**config.mk**
```make
export PLATFORM = sky130hd
export DESIGN_NAME = izh_neuron_array
export DESIGN_NICKNAME = d
export VERILOG_FILES = /design/src/rtl/izh_neuron_array.sv
export SDC_FILE = /design/constraint.sdc
export NUM_CORES = 2
export LEC_CHECK = 0
export CAP_MARGIN = 25
export CORE_MARGIN = 10
export CORE_UTILIZATION = 45
export CTS_CLUSTER_SIZE = 8
export DETAILED_ROUTE_END_ITERATION = 10
export GPL_TIMING_DRIVEN = 0
export PLACE_DENSITY_LB_ADDON = 0.3
export SYNTH_ARGS = -nofsm -noshare
export SYNTH_HDL_FRONTEND = slang
export SYNTH_SLANG_ARGS = --single-unit
```
**constraint.sdc**
```tcl
create_clock -name clk -period 16.8 [get_ports clk]
set_input_delay 4.2 -clock clk [delete_from_list [all_inputs] [get_ports clk]]
set_output_delay 4.2 -clock clk [all_outputs]
set_load 0.05 [all_outputs]
```
**src/rtl/izh_neuron_array.sv**
```systemverilog
// Time-multiplexed array of N Izhikevich neurons. One signed multiplier is
// shared by all neurons. Each start pulse advances every neuron by one Euler
// step and then publishes the spike vector for that sweep.
module izh_neuron_array #(
   parameter int W        = 20,
   parameter int F        = 16,
   parameter int N        = 8,
   parameter int DT_SHIFT = 4,
   localparam int IW      = (N > 1) ? $clog2(N) : 1
) (
   input  logic            clk,
   input  logic            reset,
   input  logic            start,
   input  logic [N*W-1:0]  i_bus,
   input  logic [W-1:0]    peak,
   input  logic            cfg_we,
   input  logic [IW-1:0]   cfg_idx,
   input  logic [1:0]      cfg_mode,
   input  logic [IW-1:0]   rd_idx,
   output logic [W-1:0]    rd_v,
   output logic [W-1:0]    rd_u,
   output logic            busy,
   output logic            done,
   output logic [N-1:0]    spike_vec
);

   typedef enum logic [2:0] {IDLE, LOAD, MUL_VV, MUL_BV, MUL_AU, WRITE, FIN} state_t;
   typedef enum logic [1:0] {RS, IB, CH, FS} mode_t;

   // Fixed-point constant from hundredths, rounded to the nearest LSB.
   function automatic logic signed [W-1:0] fx(input int centi);
      longint mag;
      mag = ((longint'(centi < 0 ? -centi : centi) << F) + 50) / 100;
      return (centi < 0) ? W'(-mag) : W'(mag);
   endfunction

   localparam logic signed [W-1:0] V_MAX = {1'b0, {(W-1){1'b1}}};
   localparam logic signed [W-1:0] V_MIN = {1'b1, {(W-1){1'b0}}};
   localparam logic signed [W-1:0] V_RST = fx(-70);
   localparam logic signed [W-1:0] U_RST = fx(-14);
   localparam logic signed [W-1:0] C14   = fx(140);
   localparam logic signed [W-1:0] B_ALL = fx(20);
   localparam logic signed [W-1:0] A_STD = fx(2);
   localparam logic signed [W-1:0] A_FS  = fx(10);
   localparam logic signed [W-1:0] C_RS  = fx(-65);
   localparam logic signed [W-1:0] C_IB  = fx(-55);
   localparam logic signed [W-1:0] C_CH  = fx(-50);
   localparam logic signed [W-1:0] D_RS  = fx(8);
   localparam logic signed [W-1:0] D_IB  = fx(4);
   localparam logic signed [W-1:0] D_LO  = fx(2);
   localparam logic [IW-1:0]       K_LAST = IW'(N - 1);

   // Clamp a widened sum back into the W-bit range.
   function automatic logic signed [W-1:0] sat_e(input logic signed [W+3:0] x);
      if (x[W+3:W-1] == {5{x[W+3]}}) return x[W-1:0];
      return x[W+3] ? V_MIN : V_MAX;
   endfunction

   // Clamp a shifted product back into the W-bit range.
   function automatic logic signed [W-1:0] sat_p(input logic signed [2*W-1:0] x);
      if (x[2*W-1:W-1] == {(W+1){x[2*W-1]}}) return x[W-1:0];
      return x[2*W-1] ? V_MIN : V_MAX;
   endfunction

   state_t                state;
   logic [IW-1:0]         k;
   logic signed [W-1:0]   v_mem [N];
   logic signed [W-1:0]   u_mem [N];
   mode_t                 mode_mem [N];
   logic [N-1:0]          spk_acc, spk_next;

   logic signed [W-1:0]   lv, lu, li, la, lc, ld;
   logic signed [W-1:0]   vv_r, bv_r, au_r;
   logic signed [W-1:0]   pa, pc, pd;
   logic signed [W-1:0]   mul_a, mul_b, mul_r;
   logic signed [2*W-1:0] mul_p;
   logic signed [W+3:0]   vsum;
   logic signed [W-1:0]   v_new, u_new;
   logic                  spike;

   assign rd_v = v_mem[rd_idx];
   assign rd_u = u_mem[rd_idx];

   // Preset decode for the neuron currently being loaded.
   always_comb begin
      // NOTE: every output gets a default before the case so no latch is inferred.
      pa = A_STD;
      pc = C_RS;
      pd = D_RS;
      case (mode_mem[k])
         IB:      begin pc = C_IB; pd = D_IB; end
         CH:      begin pc = C_CH; pd = D_LO; end
         FS:      begin pa = A_FS; pd = D_LO; end
         default: ;
      endcase
   end

   // Shared multiplier: operand select by phase, floor-shift by F, saturate.
   always_comb begin
      mul_a = lv;
      mul_b = lv;
      case (state)
         MUL_BV:  mul_a = B_ALL;
         MUL_AU:  begin mul_a = la; mul_b = sat_e((W+4)'(bv_r) - (W+4)'(lu)); end
         default: ;
      endcase
      mul_p = (2*W)'(mul_a) * (2*W)'(mul_b);
      mul_r = sat_p(mul_p >>> F);
   end

   // Euler update or spike reset for the neuron in WRITE.
   always_comb begin
      spike = lv > $signed(peak);
      vsum  = (W+4)'(vv_r) + (W+4)'(lv) + ((W+4)'(lv) >>> 2) + ((W+4)'(C14) >>> 2)
            - ((W+4)'(lu) >>> 2) + ((W+4)'(li) >>> 2);
      v_new = sat_e((W+4)'(lv) + (vsum >>> 2));
      u_new = sat_e((W+4)'(lu) + ((W+4)'(au_r) >>> DT_SHIFT));
      if (spike) begin
         v_new = lc;
         u_new = sat_e((W+4)'(lu) + (W+4)'(ld));
      end
      spk_next    = spk_acc;
      spk_next[k] = spike;
   end

   // Datapath pipeline registers; no reset needed, they are always loaded before use.
   always_ff @(posedge clk) begin
      case (state)
         LOAD: begin
            lv <= v_mem[k];
            lu <= u_mem[k];
            li <= i_bus[int'(k)*W +: W];
            la <= pa;
            lc <= pc;
            ld <= pd;
         end
         MUL_VV:  vv_r <= mul_r;
         MUL_BV:  bv_r <= mul_r;
         MUL_AU:  au_r <= mul_r;
         default: ;
      endcase
   end

   // Sweep sequencer, neuron state RAM, preset RAM and spike outputs.
   always_ff @(posedge clk or posedge reset) begin
      if (reset) begin
         // NOTE: the state RAM is part of the architectural reset, so it is built from flops.
         for (int j = 0; j < N; j++) begin
            v_mem[j]    <= V_RST;
            u_mem[j]    <= U_RST;
            mode_mem[j] <= RS;
         end
         state     <= IDLE;
         k         <= '0;
         busy      <= 1'b0;
         done      <= 1'b0;
         spike_vec <= '0;
         spk_acc   <= '0;
      end else begin
         // NOTE: non-blocking here so every register samples pre-edge values.
         done <= 1'b0;
         if (cfg_we) mode_mem[cfg_idx] <= mode_t'(cfg_mode);
         case (state)
            IDLE: if (start) begin
               state <= LOAD;
               k     <= '0;
               busy  <= 1'b1;
            end
            LOAD:   state <= MUL_VV;
            MUL_VV: state <= MUL_BV;
            MUL_BV: state <= MUL_AU;
            MUL_AU: state <= WRITE;
            WRITE: begin
               v_mem[k] <= v_new;
               u_mem[k] <= u_new;
               spk_acc  <= spk_next;
               if (k == K_LAST) begin
                  state     <= FIN;
                  busy      <= 1'b0;
                  done      <= 1'b1;
                  spike_vec <= spk_next;
               end else begin
                  k     <= k + 1'b1;
                  state <= LOAD;
               end
            end
            FIN:     state <= IDLE;
            default: state <= IDLE;
         endcase
      end
   end

endmodule

```
# ---- Word level (Yosys, flattened, before mapping)
# Cells that the tools add are included.
# Widths: inputs -> output; s select.
dict set report word_totals {
  output_inout_bits 50
  mem_bits_rw 0
  register_bits 533
  n_memories 0
  mem_bits_ro 0
  latchBits 0
  elab_cells 154
}
dict set report classes {
  n_mux 65
  n_shift 1
  bitwise_logic 3
  n_reduce_logical 9
  magnitude_cmp 8
  multipliers 2
  div_mod_pow 0
  eq_ne 17
  n_addsub 10
}
# op n
set ops {}
lappend ops {{$mux 20} 27}
lappend ops {{$bwmux 160} 2}
lappend ops {{$bmux 20 s3} 4}
lappend ops {{$shiftx 160x9->20} 1}
lappend ops {{$demux 20 s3} 1}
lappend ops {{$mul 20x20->40} 1}
lappend ops {{$pmux 20 s2} 1}
lappend ops {{$pmux 16 s2} 1}
lappend ops {{$pmux 13 s2} 1}
lappend ops {{$add 24x18->24} 1}
lappend ops {{$sub 23x18->24} 1}
lappend ops {{$add 20x22->23} 1}
lappend ops {{$add 22x16->23 const B} 1}
lappend ops {{$add 21x18->22} 1}
lappend ops {{$add 20x14->21} 1}
lappend ops {{$add 20x16->21} 1}
lappend ops {{$add 20x20->21} 1}
lappend ops {{$sub 20x20->21} 1}
lappend ops {{$eq 4x4->1} 5}
lappend ops {{$gt 20x20->1} 1}
lappend ops {{$pmux 3 s6} 1}
lappend ops {{$bwmux 16} 1}
lappend ops {{$mux 13} 1}
lappend ops {{$ge 4x4->1 const B} 3}
lappend ops {{27 further kinds} 55}

# ---- Logic depth before layout (Yosys ltp)
dict set report depth {
  word_depth 11
  depth_mapped 51
  ltp_nobuf 48
}

# ---- Least setup slack after synthesis
# Ideal clock, no wire load.
dict set report synth_timing {
  path_kind {reg2reg}
  from {register lu[1]}
  to {register au_r[10] (data pin)}
  slack_ns 5.750
  t_required_ns 16.540
  path_stages_with_launch 49
  path_buffers 5
  arrival_ns 10.790
  path_cell_list {edfxtp_1 -> inv_1 -> ha_1 -> nor2b_1 -> o21ai_0 -> a21boi_0 -> o21ai_0 -> a21boi_0 -> o2111ai_1 -> nand3_1 -> nand4_1 -> a21oi_1 -> o2111ai_1 -> and2_1 -> xnor2_1 -> ha_1 -> clkbuf_1 -> clkbuf_1 -> (+13 left out) -> fa_1 -> inv_1 -> fa_1 -> inv_1 -> ha_1 -> nor2b_1 -> o21ai_0 -> nand2b_1 -> a21o_1 -> a21o_2 -> a21o_2 -> a31o_4 -> a21oi_2 -> xnor2_1 -> o41a_1 -> buf_6 -> buf_8 -> a21o_1}
}
dict set report synth_between {
  elab_chain_len 10
  word_cells_on_any_way 14
  classes_between {1 x add/sub; 1 x mul; 2 x eq/ne; 10 x mux}
}
# element line
set synth_lines {}
lappend synth_lines {{start, declared} 72} ;# logic signed [W-1:0] lv, lu, li, la, lc, ld;
lappend synth_lines {{start signal, assigned} 131} ;# lu <= u_mem[k];
lappend synth_lines {{$sub 20x20->21 (*)} 104} ;# MUL_AU: begin mul_a = la; mul_b = sat_e((W+4)'(bv_r) - (W+4)'(lu)); end
lappend synth_lines {{$eq 4x4->1} 55} ;# if (x[W+3:W-1] == {5{x[W+3]}}) return x[W-1:0];
lappend synth_lines {{$mux 1} 55}
lappend synth_lines {{$mux 1} 102} ;# case (state)
lappend synth_lines {{$mux 20 (*)} 56} ;# return x[W+3] ? V_MIN : V_MAX;
lappend synth_lines {{$mux 20 (*)} 102}
lappend synth_lines {{$mul 20x20->40 (*)} 107} ;# mul_p = (2*W)'(mul_a) * (2*W)'(mul_b);
lappend synth_lines {{$eq 4x4->1} 61} ;# if (x[2*W-1:W-1] == {(W+1){x[2*W-1]}}) return x[W-1:0];
lappend synth_lines {{$mux 1} 61}
lappend synth_lines {{$mux 20 (*)} 62} ;# return x[2*W-1] ? V_MIN : V_MAX;
lappend synth_lines {{named net mul_r[10]} 75} ;# logic signed [W-1:0] mul_a, mul_b, mul_r;
lappend synth_lines {{end signal, assigned} 139} ;# MUL_AU: au_r <= mul_r;
lappend synth_lines {{end, declared} 73} ;# logic signed [W-1:0] vv_r, bv_r, au_r;
# Mark *: on every way through the listed nets, which the timed path passes. The rest lies on a longest branch. The select of a mux whose other input is x is not followed.
# A chain may end at the register's enable or synchronous reset.

# ---- Worst setup path after layout
dict set report layout_timing {
  from {register lu[1]}
  to {register bv_r[16] (data pin)}
}
dict set report layout_between {
  elab_chain_len 10
  word_cells_on_any_way 14
  classes_between {1 x add/sub; 1 x mul; 2 x eq/ne; 10 x mux}
}
# element line
set layout_lines {}
lappend layout_lines {{$sub 20x20->21 (*)} 104}
lappend layout_lines {{$eq 4x4->1} 55}
lappend layout_lines {{$mux 1} 55}
lappend layout_lines {{$mux 1} 102}
lappend layout_lines {{$mux 20 (*)} 56}
lappend layout_lines {{$mux 20 (*)} 102}
lappend layout_lines {{$mul 20x20->40 (*)} 107}
lappend layout_lines {{$eq 4x4->1} 61}
lappend layout_lines {{$mux 1} 61}
lappend layout_lines {{$mux 20 (*)} 62}
lappend layout_lines {{named net mul_r[16]} 75}
lappend layout_lines {{end signal, assigned} 138} ;# MUL_BV: bv_r <= mul_r;
lappend layout_lines {{end, declared} 73}
# Marked as above.

==> flow_summary_export.csv <==
group,metric,value,unit
sta,period_needed,13.86,ns
die,io_pins,242,
cts,cts_tree,"done",
die,rows,114,
placed_design,hpwlAfterDp,125500,µm
routing,drtIter0Drc,4699,
sta,max_freq,0.07217,GHz
synthesis,synthTopCellsByCount,"inv_1 (659), nand2_1 (616), fa_1 (484)",
synthesis,synth.most_common_cell,"inv_1",
synthesis,synth-warning-count,0,
worst_setup_path,cp.arrival,14.18,ns
sta,fin_worst_skew,0.03000,ns
die,core,97140,µm²
placed_design,routabilityCongestion,0.9851,
synthesis,synth_flop_cell,"dfstp_2",
grt,grt_pass1_wl,241200,µm
placed_design,io_buffers,222,
worst_setup_path,start_kind,"flip-flop",
cts,cts_hold_buf,0,
cts,cts_resized,0,
grt,antenna_found_initial,3,
cts,post_cts_buffers,0,
synthesis,netlist.area_leader.share,0.2188,
cts,path_clk_slew,0.05,ns
routing,ant_nets,0,
grt,grt_pass1_vias,38208,
final_layout,final_area,51110,µm²
outcome,status,"complete, no violations",
die,die_y,333.7,µm
sta,worst_pin_slew,1.272,ns
worst_setup_path,cp-end-kind,"flip-flop",
flow_run,max_cap_violations,0,
final_layout,fin_nets,5830,
final_layout,syn2layout_area_growth,15.44,%
cts,htreeDepth,3,
synthesis,synthDistinctLibCells,101,
routing,routed_wl,162800,µm
worst_setup_path,critical_path_required,17.13,ns
routing,drtPass1Iterations,6,
cts,clk_path_buf_depth,3,
die,die_w,333.7,µm
synthesis,synth_edf_count,126,
worst_setup_path,crit_path_top_delay_cell,"o21ai_0",
sta,relSlewSlack,0.1518,
sta,fin_crit_sh,0.8247,
synthesis,synth_top_cell_by_area,"fa_1",
cts,clock_sinks,486,
grt,grt.total_usage,0.2868,
die,start_util,0.4558,
die,dieArea,111300,µm²
synthesis,yosysSeqAreaShare,0.2944,
grt,overflow,0,
sta,finalHoldViolations,0,
worst_hold_path,hp-class,"reg -> reg",
cts,clock_latency,0.63,ns
synthesis,avgSynthCellArea,9.729,µm²
worst_setup_path,critPathMaxStageDelay,0.67,ns
sta,setup_viol,0,
grt,grt_max_degree,109,
synthesis,async_flop_share,0.7407,
placed_design,dpl_worst_slack,3.128,ns
sta,layout_setup_ws,2.945,ns
synthesis,ys_ff_latch,486,
final_layout,drive_gt1_frac,0.1078,
cts,cts-root-buf,"clkbuf_16",
synthesis,synth_area,44270,µm²
routing,route.detailed.drc,0,
sta,rsz0062_at_grt,"no",
sta,slew_viol_final,0,
sta,holdWs,0.4721,ns
placed_design,placed_cell_area,48760,µm²
worst_setup_path,cpMostUsedCell,"fa_1",
cts,numCtsBuffers,71,
synthesis,ys_top_cells_by_area,"fa_1 (22%), dfstp_2 (11%), dfrtp_1 (9.5%)",
synthesis,synth_nets,5474,
routing,routed_via_density,6.054,
routing,vias,37795,
worst_setup_path,worstPathMaxFanout,10,
worst_setup_path,crit_type,"reg -> reg",
synthesis,synth_cells,4551,
routing,wl_per_cell,26.07,µm
final_layout,fillers,8778,
## logic make-up (layout without fill, tap and decap cells)
family,Yosys count,after routing,synth area share
buf+inv,870,1284,0.07517
compound gates,972,972,0.1394
flops,486,486,0.2944
simple gates,1219,1219,0.1199
mux,150,150,0.05813
other cells,0,2,0
fa+ha+maj,735,735,0.2895
xor+xnor,119,119,0.02354
## sequential cells by signal (all words and copies together), names as in the netlist, 4 cells and up
name / cells
ld: 6
vv_r: 20
lc: 4
mode_mem: 16
lu: 20
li: 18
lv: 20
v_mem: 160
spk_acc: 8
au_r: 16
u_mem: 160
spike_vec: 8
bv_r: 20
## critical path, delay by kind of cell, from the launching register on
kind	cells	cell delay (ns)
AOI/OAI and AO/OA	15	3.99
xor gates and xnor gates	2	0.28
adders and majority gates	10	4.56
buffers and inverters	11	2.49
DFF	1	0.46
and+or+nand+nor	9	1.74
## path summary, 6_finish.rpt
kind                                       start                      to  slack (ns)  depth (start not counted)
max reg2reg                      lu[1]$_DFFE_PP_      bv_r[16]$_DFFE_PN_        2.94                         47
min reg2reg                u_mem[58]$_DFFE_PP1P_   u_mem[58]$_DFFE_PP1P_        0.47                          2
max in group asynchronous                  reset   u_mem[33]$_DFFE_PP0P_       11.86                          3
min in group asynchronous                  reset  v_mem[153]$_DFFE_PP0P_        4.01                          2
max                              lu[1]$_DFFE_PP_      bv_r[16]$_DFFE_PN_        2.94                         47
min                        u_mem[58]$_DFFE_PP1P_   u_mem[58]$_DFFE_PP1P_        0.47                          2
## cell type report
type	instances	area [µm²]	area share
diodes	2	5.005	0.00009792
well taps	1276	1597	0.03124
inverters	663	2496	0.04884
multi-input cells	3195	27930	0.5464
clock inverters	6	107.6	0.002105
flip-flops and latches	486	13030	0.2550
repair buffers	283	3063	0.05993
clock buffers	125	2042	0.03995
plain buffers	207	840.8	0.01645
## metrics by stage
step             util  TNS [ns]  instances
6_report       0.5262         0       6243
5_1_grt        0.5261         0       6241
4_1_cts        0.5242         0       6229
3_5_place_dp   0.5020         0       6098
3_3_place_gp   0.4951   -234.75       6049
2_1_floorplan       -         0       4551
## routing by layer
metal,GRT usage,wire (µm),vias up
li1,-,-,15998
met1,0.3509,60100,18800
met2,0.4585,73890,2408
met3,0.07109,18010,585
met4,0.1666,10750,4
met5,0,18,-
## cells in the final DEF (no fill, tap or decap), drive strengths merged, types with 10 or more instances in the layout
cell           instances
edfxtp               126
o21bai                12
a22oi                242
clkdlybuf4s50        222
o211ai                10
mux2                  57
mux2i                 13
clkbuf               305
ha                   247
o21a                  14
dfrtp                168
o21ai                431
dfstp                192
nor2                 311
xor2                  41
xnor2                 78
and3                  18
mux4                  80
nand4                 82
a21oi                101
buf                   88
nor3                  35
fa                   484
a211oi                13
nand2                616
nand3                 36
and2                  20
nand2b                29
nor2b                 21
a21o                  72
inv                  665
Power is not shown: default switching activity piles up to over one toggle a cycle in this logic, so the estimate is an artifact.
